### config.mk
export PLATFORM = sky130hd
export DESIGN_NAME = sigdel_dac_ctrl
export DESIGN_NICKNAME = d
export VERILOG_FILES = /design/src/rtl/sigdel_dac_ctrl.sv
export SDC_FILE = /design/constraint.sdc
export NUM_CORES = 1
export LEC_CHECK = 0
export ABC_AREA = 1
export BUFFER_PORTS_ARGS = -buffer_cell sky130_fd_sc_hd__buf_2
export CAP_MARGIN = 30
export CORE_ASPECT_RATIO = 1.1
export CORE_MARGIN = 4
export CORE_UTILIZATION = 50
export CTS_CLUSTER_SIZE = 8
export DETAILED_ROUTE_END_ITERATION = 10
export GPL_ROUTABILITY_DRIVEN = 0
export GPL_TIMING_DRIVEN = 0
export PLACE_DENSITY = 0.68
export SLEW_MARGIN = 0
export SYNTH_ARGS = -nofsm -noshare
export SYNTH_HDL_FRONTEND = slang
export SYNTH_SLANG_ARGS = --single-unit
export TNS_END_PERCENT = 20
### constraint.sdc
create_clock -name clk -period 3.1 [get_ports clk]
set_input_delay 0.155 -clock clk [delete_from_list [all_inputs] [get_ports clk]]
set_output_delay 0.155 -clock clk [all_outputs]
set_load 0.05 [all_outputs]
### src/rtl/sigdel_dac_ctrl.sv
// Sample-rate scheduler/feeder for the first-order sigma-delta DAC modulator.
// Latency: popped sample appears on dac_code one cycle after sample_tick; s_ready is combinational.
// Backpressure: s_ready drops when the FIFO is full or the controller is idle.
// Optional soft start/stop ramps are built when SIGDEL_CTRL_RAMP_EN is defined.
module sigdel_dac_ctrl #(
  parameter int BITLEN   = 16,
  parameter int OSR_W    = 16,
  parameter int FIFO_AW  = 3,
  parameter int RAMP_MAX = 8
) (
  input  logic              clk,
  input  logic              rst,
  input  logic              enable,
  input  logic [OSR_W-1:0]  osr_div,
  input  logic [BITLEN-1:0] s_data,
  input  logic              s_valid,
  output logic              s_ready,
  output logic [BITLEN-1:0] dac_code,
  output logic              sample_tick,
  output logic              underflow,
  output logic              underflow_seen,
  output logic [FIFO_AW:0]  fifo_level,
  output logic              busy
);

  localparam int DEPTH = 1 << FIFO_AW;
  localparam int AT_W  = (RAMP_MAX > 0) ? $clog2(RAMP_MAX + 1) : 1;
  localparam logic [BITLEN-1:0] MIDSCALE = {1'b1, {(BITLEN-1){1'b0}}};
  localparam logic [FIFO_AW:0]  LVL_FULL = (FIFO_AW+1)'(DEPTH);
  localparam logic [FIFO_AW:0]  LVL_HALF = (FIFO_AW+1)'(DEPTH / 2);

  typedef enum logic [2:0] {IDLE, PRIME, RAMP_UP, RUN, RAMP_DOWN} state_t;

  state_t                   state, state_nxt;
  logic [OSR_W-1:0]         cnt;
  logic [BITLEN-1:0]        mem [DEPTH];
  logic [FIFO_AW-1:0]       wr_ptr, rd_ptr;
  logic [FIFO_AW:0]         count;
  logic [AT_W-1:0]          atten;
  logic [AT_W-1:0]          out_atten;
  logic                     tick, active, empty, full;
  logic                     push, pop, pop_req, flush;
  logic signed [BITLEN-1:0] shifted;
  logic [BITLEN-1:0]        conv_code;

`ifdef SIGDEL_CTRL_RAMP_EN
  logic [AT_W-1:0]          atten_nxt;
  localparam logic [AT_W-1:0] AT_MAX = AT_W'(RAMP_MAX);
`else
  assign atten = '0;
`endif

  // Status, divider strobe and FIFO handshake decode
  always_comb begin
    empty       = (count == '0);
    full        = (count == LVL_FULL);
    active      = (state == RAMP_UP) || (state == RUN) || (state == RAMP_DOWN);
    tick        = (state != IDLE) && (cnt >= osr_div);
    sample_tick = tick;
    underflow   = tick && active && empty;
    s_ready     = !full && (state != IDLE);
    push        = s_valid && s_ready;
    pop         = pop_req && !empty;
    flush       = (state != IDLE) && (state_nxt == IDLE);
    busy        = (state != IDLE);
    fifo_level  = count;
  end

  // Next-state, pop request and attenuation stepping
  always_comb begin
    state_nxt = state;
    pop_req   = 1'b0;
    out_atten = atten;
`ifdef SIGDEL_CTRL_RAMP_EN
    atten_nxt = atten;
`endif
    case (state)
      IDLE: begin
        if (enable) state_nxt = PRIME;
      end
      PRIME: begin
        if (!enable) begin
          state_nxt = IDLE;
        end else if (count >= LVL_HALF) begin
`ifdef SIGDEL_CTRL_RAMP_EN
          state_nxt = RAMP_UP;
`else
          state_nxt = RUN;
`endif
        end
      end
`ifdef SIGDEL_CTRL_RAMP_EN
      RAMP_UP: begin
        // Output at the current shift, then step towards full scale.
        // Losing enable freezes the shift so the descent starts from here.
        if (tick) begin
          pop_req = 1'b1;
          if (enable) begin
            if (atten == '0) state_nxt = RUN;
            else             atten_nxt = atten - AT_W'(1);
          end
        end
        if (!enable) state_nxt = RAMP_DOWN;
      end
      RUN: begin
        pop_req = tick;
        if (!enable) state_nxt = RAMP_DOWN;
      end
      RAMP_DOWN: begin
        // Step the shift first so every descending output is quieter.
        // A tick already at full attenuation ends playback.
        if (tick) begin
          if (atten == AT_MAX) begin
            state_nxt = enable ? RAMP_UP : IDLE;
          end else begin
            atten_nxt = atten + AT_W'(1);
            out_atten = atten + AT_W'(1);
            pop_req   = 1'b1;
            state_nxt = enable ? RAMP_UP : RAMP_DOWN;
          end
        end else if (enable) begin
          state_nxt = RAMP_UP;
        end
      end
`else
      RUN: begin
        pop_req = tick;
        if (!enable) state_nxt = IDLE;
      end
`endif
      default: state_nxt = IDLE;
    endcase
  end

  // Signed sample to offset-binary code at the selected attenuation
  always_comb begin
    shifted   = $signed(mem[rd_ptr]) >>> out_atten;
    conv_code = {~shifted[BITLEN-1], shifted[BITLEN-2:0]};
  end

  // State register
  always_ff @(posedge clk) begin
    if (rst) state <= IDLE;
    else     state <= state_nxt;
  end

  // Sample-period divider; restarts when playback begins so the first tick is a full period away
  always_ff @(posedge clk) begin
    if (rst) begin
      cnt <= '0;
    end else if ((state == IDLE) || (state_nxt == IDLE) ||
                 ((state == PRIME) && (state_nxt != PRIME))) begin
      cnt <= '0;
    end else if (tick) begin
      cnt <= '0;
    end else begin
      cnt <= cnt + OSR_W'(1);
    end
  end

  // FIFO pointers and occupancy; leaving playback discards buffered samples
  always_ff @(posedge clk) begin
    if (rst || flush) begin
      wr_ptr <= '0;
      rd_ptr <= '0;
      count  <= '0;
    end else begin
      if (push) wr_ptr <= wr_ptr + FIFO_AW'(1);
      if (pop)  rd_ptr <= rd_ptr + FIFO_AW'(1);
      count <= count + (FIFO_AW+1)'(push) - (FIFO_AW+1)'(pop);
    end
  end

  // FIFO storage
  always_ff @(posedge clk) begin
    if (push) mem[wr_ptr] <= s_data;
  end

  // Registered DAC code: midscale when stopping, new sample on pop, otherwise hold
  always_ff @(posedge clk) begin
    if (rst)                    dac_code <= MIDSCALE;
    else if (state_nxt == IDLE) dac_code <= MIDSCALE;
    else if (pop)               dac_code <= conv_code;
  end

  // Sticky underflow flag, cleared when a new play request starts priming
  always_ff @(posedge clk) begin
    if (rst)                                       underflow_seen <= 1'b0;
    else if ((state == IDLE) && (state_nxt == PRIME)) underflow_seen <= 1'b0;
    else if (underflow)                            underflow_seen <= 1'b1;
  end

`ifdef SIGDEL_CTRL_RAMP_EN
  // Attenuation register; idle parks it at full attenuation for the next start
  always_ff @(posedge clk) begin
    if (rst)                    atten <= AT_MAX;
    else if (state_nxt == IDLE) atten <= AT_MAX;
    else                        atten <= atten_nxt;
  end
`endif

endmodule

==> reports/qor.yml, run 1 <==
layout:
  stdcell_area_um2: 9120
  nFillCells: 1258
  layout_common_cells: "nand2_1, edfxtp_1, nand3_1"
  multi_input_area_um2: 2430
  antenna_cells: 0
  drive_above_1_share_pct: 14.8
  final_cells: 1087
  area_delta_synth_final_pct: 19.3
  seq_area_um2: 4820
  layout_commonest_cell: "nand2_1"
  layout.nets: 939
logic_synthesis:
  syn_inst: 780
  syn_area_um2: 7640
  synthDistinctLibCells: 33
  synth-seq-area-share_pct: 63.1
  synth.top_cell.area_share_pct: 50.3
  synth_area_leaders: "edfxtp_1, dfxtp_1, nand2_1"
  syn-num-nets: 841
  syn_area_per_cell_um2: 9.80
  synth_top_area_cell: "edfxtp_1"
  ys_seq_elements: 177
  synth_warnings: 0
drt:
  drt_iter0_drc: 434
  vias: 5608
  drcViolationCount: 0
  routedWlPerCell_um: 16.0
  vias_per_cell: 5.16
  wirelength_mm: 17.4
  ant_nets: 0
  drtPass1Iterations: 6
sta:
  period_needed_ns: 2.88
  setup_violations: 0
  skew_ns: 0.00883
  worst_hold_slack_ns: 0.00851
  slew_headroom_pct: 52.2
  hold_violations: 0
  timing.fmax_mhz: 348
  slew_viol_final: 0
  rsz0062_at_grt: "no"
  tightest_slew_ns: 0.716
  setup_ws_ns: 0.222
  finalCritPeriodShare_pct: 92.8
worst_setup_path:
  ff2ff_setup_slack_ns: 0.22
  startpoint: "cnt[11]"
  critPathMaxStageDelay_ns: 0.44
  worst_setup_path_start_kind: "flop"
  r2r_cells: 14
  crit_fanout: 10
  path_class: "reg -> reg"
  cp.required_ns: 3.40
  reg2reg_from: "cnt[11]"
  endpoint_kind: "flop"
  critPathSlowestCell: "dfxtp_1"
  path_cells: "ha_1 > a21oi_1 > o21ai_0 > a21oi_2 > nand2_2 > nand3_4 > clkbuf_4 > nand2_1 > nand2_1 > ha_1 > inv_1 > fa_1 > xor2_1 > nor2_1"
  critical_path_arrival_ns: 3.18
  r2r-end: "fifo_level[2]"
place:
  dp.cells: 1044
  post-place-ws_ns: -0.00649
  placed_area_um2: 8350
  dp_hpwl_mm: 11.8
  port_buffers: 60
floorplanning:
  rows: 47
  die_w_um: 126
  dieArea_um2: 17300
  start_util_pct: 51.0
  die_h_um: 138
  core-area_um2: 15000
  io_pins: 61
power:
  vdd_drop_max_v: 0.000438
  power.switching_mw: 1.01
  finalPower_mw: 5.07
  p_clk_share_pct: 45.5
  internal_power_mw: 4.05
  p_per_area_nw_per_um2: 556
  p_sw_share_pct: 20.0
  leakagePower_nw: 3.77
  combPwrFrac_pct: 3.8
  pwr-share-seq_pct: 50.7
cts:
  clk_latency_ns: 0.43
  clock_sinks: 177
  cts_buffers: 17
  clk_pin_slew_ns: 0.07
  clock_path_buffers: 2
  cts_setup_buffers: 0
  cts_tree: "built"
  htreeDepth: 4
  cts_root_buffer: "clkbuf_16"
grt:
  grt_antenna_before_repair: 0
  grt_usage_pct: 21.0
  grt_pass1_vias: 5223
  overflow: 0
  grt_max_degree: 17
  grt_pass1_wl_mm: 27.5
outcome:
  status: "finished, final reports clean"
flow_run:
  cap_viol_max_count: 0
worst_hold_path:
  holdPathEnd: "mem[7][10]"
  hold_class: "in -> reg"
  min_from: "s_data[10]"
  hold_depth: 1
-- synth_stat cells --
cell type    n
nor2_1      68
inv_1       78
a22oi_1      1
nor3_2       3
buf_2        4
a21o_1       1
nand2_1    228
nand3b_1     1
nand2_2      1
xor2_1       3
inv_2        4
or2_2        1
xnor2_1      1
nand3_2      2
a31oi_1      2
o21a_1       1
fa_1         1
nor3_1      12
edfxtp_1   128
a21oi_2      4
nand4_1      7
nand3_1     99
o21ai_0      8
a21oi_1     19
dfxtp_1     49
clkbuf_1    24
a31oi_2      1
nor3b_1      1
nor2_8       1
conb_1       1
ha_1        24
buf_6        1
or3_1        1
-- state kept, by name, summed over array words and instances (netlist names), named ones only --
name and flops:
cnt 16, dac_code 16, fifo_level 4, mem 128, rd_ptr 3, state 3, underflow_seen 1, wr_ptr 3
-- cells by family after synthesis --
group / Yosys count / share of synthesized area [%]
AO/OA/AOI/OAI: 37 / 2.85
XOR/XNOR: 4 / 0.458
adder cells (fa/ha/maj): 25 / 4.19
buffers and inverters: 111 / 5.61
flip-flops: 177 / 63.1
other: 1 / 0.0491
AND/OR/NAND/NOR: 425 / 23.7
-- area by class of cell --
class                      count  area share, %
timing repair buffer          79           6.05
inverter                      82           3.37
tap                          196           2.69
clock buffer                  17           4.66
clock inverter                15           2.37
multi-input combinational    492           26.6
sequential                   177           52.9
buffer                        29           1.36
-- how the worst max path moves through the flow --
stage               endpoint  slack (ns)  cells past startpoint
4_1_cts        fifo_level[2]        0.01                     14
3_5_place_dp   fifo_level[2]      -0.006                     14
3_3_place_gp       mem[6][9]       -0.07                      9
5_1_grt        fifo_level[2]        0.01                     14
6_report       fifo_level[2]        0.22                     14
2_1_floorplan  fifo_level[2]        0.27                     15
-- layer usage --
layer	global-route usage (%)	share of wire, %	routed length, µm	vias up
li1	-	-	-	2777
met1	27.1	41	7190	2596
met2	36.0	50	8680	214
met3	4.23	7.5	1300	21
met4	6.67	1.4	240	0
met5	0	0	0	-
-- critical path: cells and delay by family, from the launching register on --
| kind | cells | cell delay (ns) |
|---|---|---|
| AOI/OAI and AO/OA | 3 | 0.45 |
| xor gates and xnor gates | 1 | 0.14 |
| adders and majority gates | 3 | 0.86 |
| buffers and inverters | 2 | 0.30 |
| DFF | 1 | 0.44 |
| and+or+nand+nor | 5 | 0.56 |
-- per-stage QoR --
stage	setup TNS (ns)	utilization (%)
4_1_cts	0	60.7
3_5_place_dp	-0.00649	55.7
2_1_floorplan	0	-
3_3_place_gp	-3.10	54.6
5_1_grt	0	60.8
6_report	0	60.8
-- repair_timing --
item                                   in CTS  in global routing
setup endpoints to repair                   2                  2
gates resized for setup                     1                  4
hold buffers                               11                  0
endpoints found under the hold margin      81                  0
-- power groups by stage --
stage	registers [mW]	logic, mW	clock network [mW]
finish	2.57	0.192	2.31
global route	2.57	0.217	2.43
CTS	2.57	0.193	2.32
detailed placement	2.62	0.180	0
global placement	2.62	0.168	0
floorplan	2.63	0.0903	0
(Power assumes the default switching activity.)
==> run 2: changes to the inputs <==
- SETUP_SLACK_MARGIN: unset -> 0.3
==> reports/qor.yml, run 2 (synthesis gave the netlist of run 1 again) <==
outcome:
  status: "finished, final reports clean"
cts:
  cts_root_buffer: "clkbuf_16"
  clock_sinks: 177
  htreeDepth: 4
  cts_tree: "built"
  clk_pin_slew_ns: 0.07
  cts_buffers: 17
  clock_path_buffers: 2
  clk_latency_ns: 0.43
worst_hold_path:
  min_from: "s_data[10]"
  holdPathEnd: "mem[6][10]"
  hold_depth: 1
  hold_class: "in -> reg"
floorplanning:
  start_util_pct: 51.0
  dieArea_um2: 17300
  io_pins: 61
  die_h_um: 138
  rows: 47
  die_w_um: 126
  core-area_um2: 15000
sta:
  skew_ns: 0.00725
  finalCritPeriodShare_pct: 84.5
  period_needed_ns: 2.62
  rsz0062_at_grt: "no"
  setup_violations: 0
  worst_hold_slack_ns: 0.00521
  tns_ns: 0
  timing.fmax_mhz: 382
  hold_violations: 0
  slew_headroom_pct: 51.2
  slew_viol_final: 0
  tightest_slew_ns: 0.732
layout:
  multi_input_area_um2: 2440
  drive_above_1_share_pct: 15.7
  layout.nets: 944
  nFillCells: 1268
  biggestRegsByFlops: "mem x128, cnt x16, dac_code x16"
  stdcell_area_um2: 9080
  top_register: "mem"
  largest_reg_flops: 128
  utilization_pct: 60.6
  layout_commonest_cell: "nand2_1"
  seq_area_um2: 4830
  layout_common_cells: "nand2_1, edfxtp_1, nand3_1"
  area_delta_synth_final_pct: 18.8
  antenna_cells: 0
drt:
  vias_per_cell: 5.16
  wirelength_mm: 17.5
  drcViolationCount: 0
  routedWlPerCell_um: 16.0
  drtPass1Iterations: 8
  vias: 5638
  ant_nets: 0
  drt_iter0_drc: 341
worst_setup_path:
  ff2ff_setup_slack_ns: 0.48
  critical_path_arrival_ns: 2.93
  endpoint_kind: "flop"
  crit_fanout: 10
  r2r_cells: 14
  worst_setup_path_start_kind: "flop"
  reg2reg_from: "cnt[11]"
  r2r-end: "fifo_level[2]"
  cp.required_ns: 3.41
  path_class: "reg -> reg"
grt:
  grt_pass1_wl_mm: 28.2
  grt_pass1_vias: 5473
  grt_antenna_before_repair: 0
  grt_max_degree: 18
  overflow: 0
  grt_usage_pct: 21.4
power:
  vdd_drop_max_v: 0.000432
  p_per_area_nw_per_um2: 524
  finalPower_mw: 4.76
  leakagePower_nw: 3.73
place:
  placed_area_um2: 8340
  dp_hpwl_mm: 11.9
  port_buffers: 60
flow_run:
  cap_viol_max_count: 0
run 2: area by class of cell:
class	instances	area share, %
Sequential cell	177	53.2
Buffer	29	1.40
Inverter	82	3.39
Multi-Input combinational cell	492	26.9
Tap cell	196	2.70
Clock inverter	15	1.39
Timing Repair Buffer	84	6.40
Clock buffer	17	4.68
run 2: what timing repair did:
item	4_1_cts	5_1_grt
gates resized for setup	6	6
cloned	0	0
hold buffers	13	0
setup buffers	0	3
endpoints found under the setup margin	2	2
pin swaps	0	1
hold endpoints to repair	82	0
run 2: power breakdown:
part	total, mW	internal, mW	leakage [nW]	switching [mW]
combinational	0.192	0.0676	1.93	0.124
sequential	2.57	2.56	1.55	0.00942
clock	2.00	1.05	0.252	0.952
run 2: per-layer routing:
metal / vias up / track usage, % / part of all wire (%) / wire [µm]
li1: 2790 / - / - / -
met2: 202 / 36.7 / 49 / 8620
met1: 2610 / 27.1 / 42 / 7280
met4: 0 / 8.22 / 2.1 / 360
met3: 36 / 4.19 / 7.2 / 1250
met5: - / 0 / 0 / 0
run 2: how the worst max path moves through the flow:
stage	start	endpoint	slack [ns]	cells past startpoint
finish	cnt[11]	fifo_level[2]	0.48	14
CTS	cnt[3]	fifo_level[2]	0.33	18
floorplan	fifo_level[3]	fifo_level[2]	0.34	15
global route	cnt[0]	fifo_level[2]	0.31	19
global placement	state[0]	mem[0][9]	-0.08	9
detailed placement	cnt[11]	fifo_level[2]	0.004	14
run 2: metrics by stage:
step	setup WS, ns	cells
2_1_floorplan	0.343	780
3_3_place_gp	-0.0813	1036
3_5_place_dp	0.00375	1044
4_1_cts	0.334	1089
5_1_grt	0.313	1092
6_report	0.479	1092
run 2: worst max-delay path, cell delays in order (launching register included):
cell and delay [ns]:
dfxtp_2 0.36, ha_1 0.32, a21oi_1 0.12, o21ai_0 0.11, a21oi_2 0.25, nand2_4 0.13, nand3_4 0.14, buf_6 0.15
nand2_1 0.06, nand2_1 0.07, ha_1 0.16, inv_1 0.06, fa_1 0.37, xor2_1 0.14, nor2_1 0.06
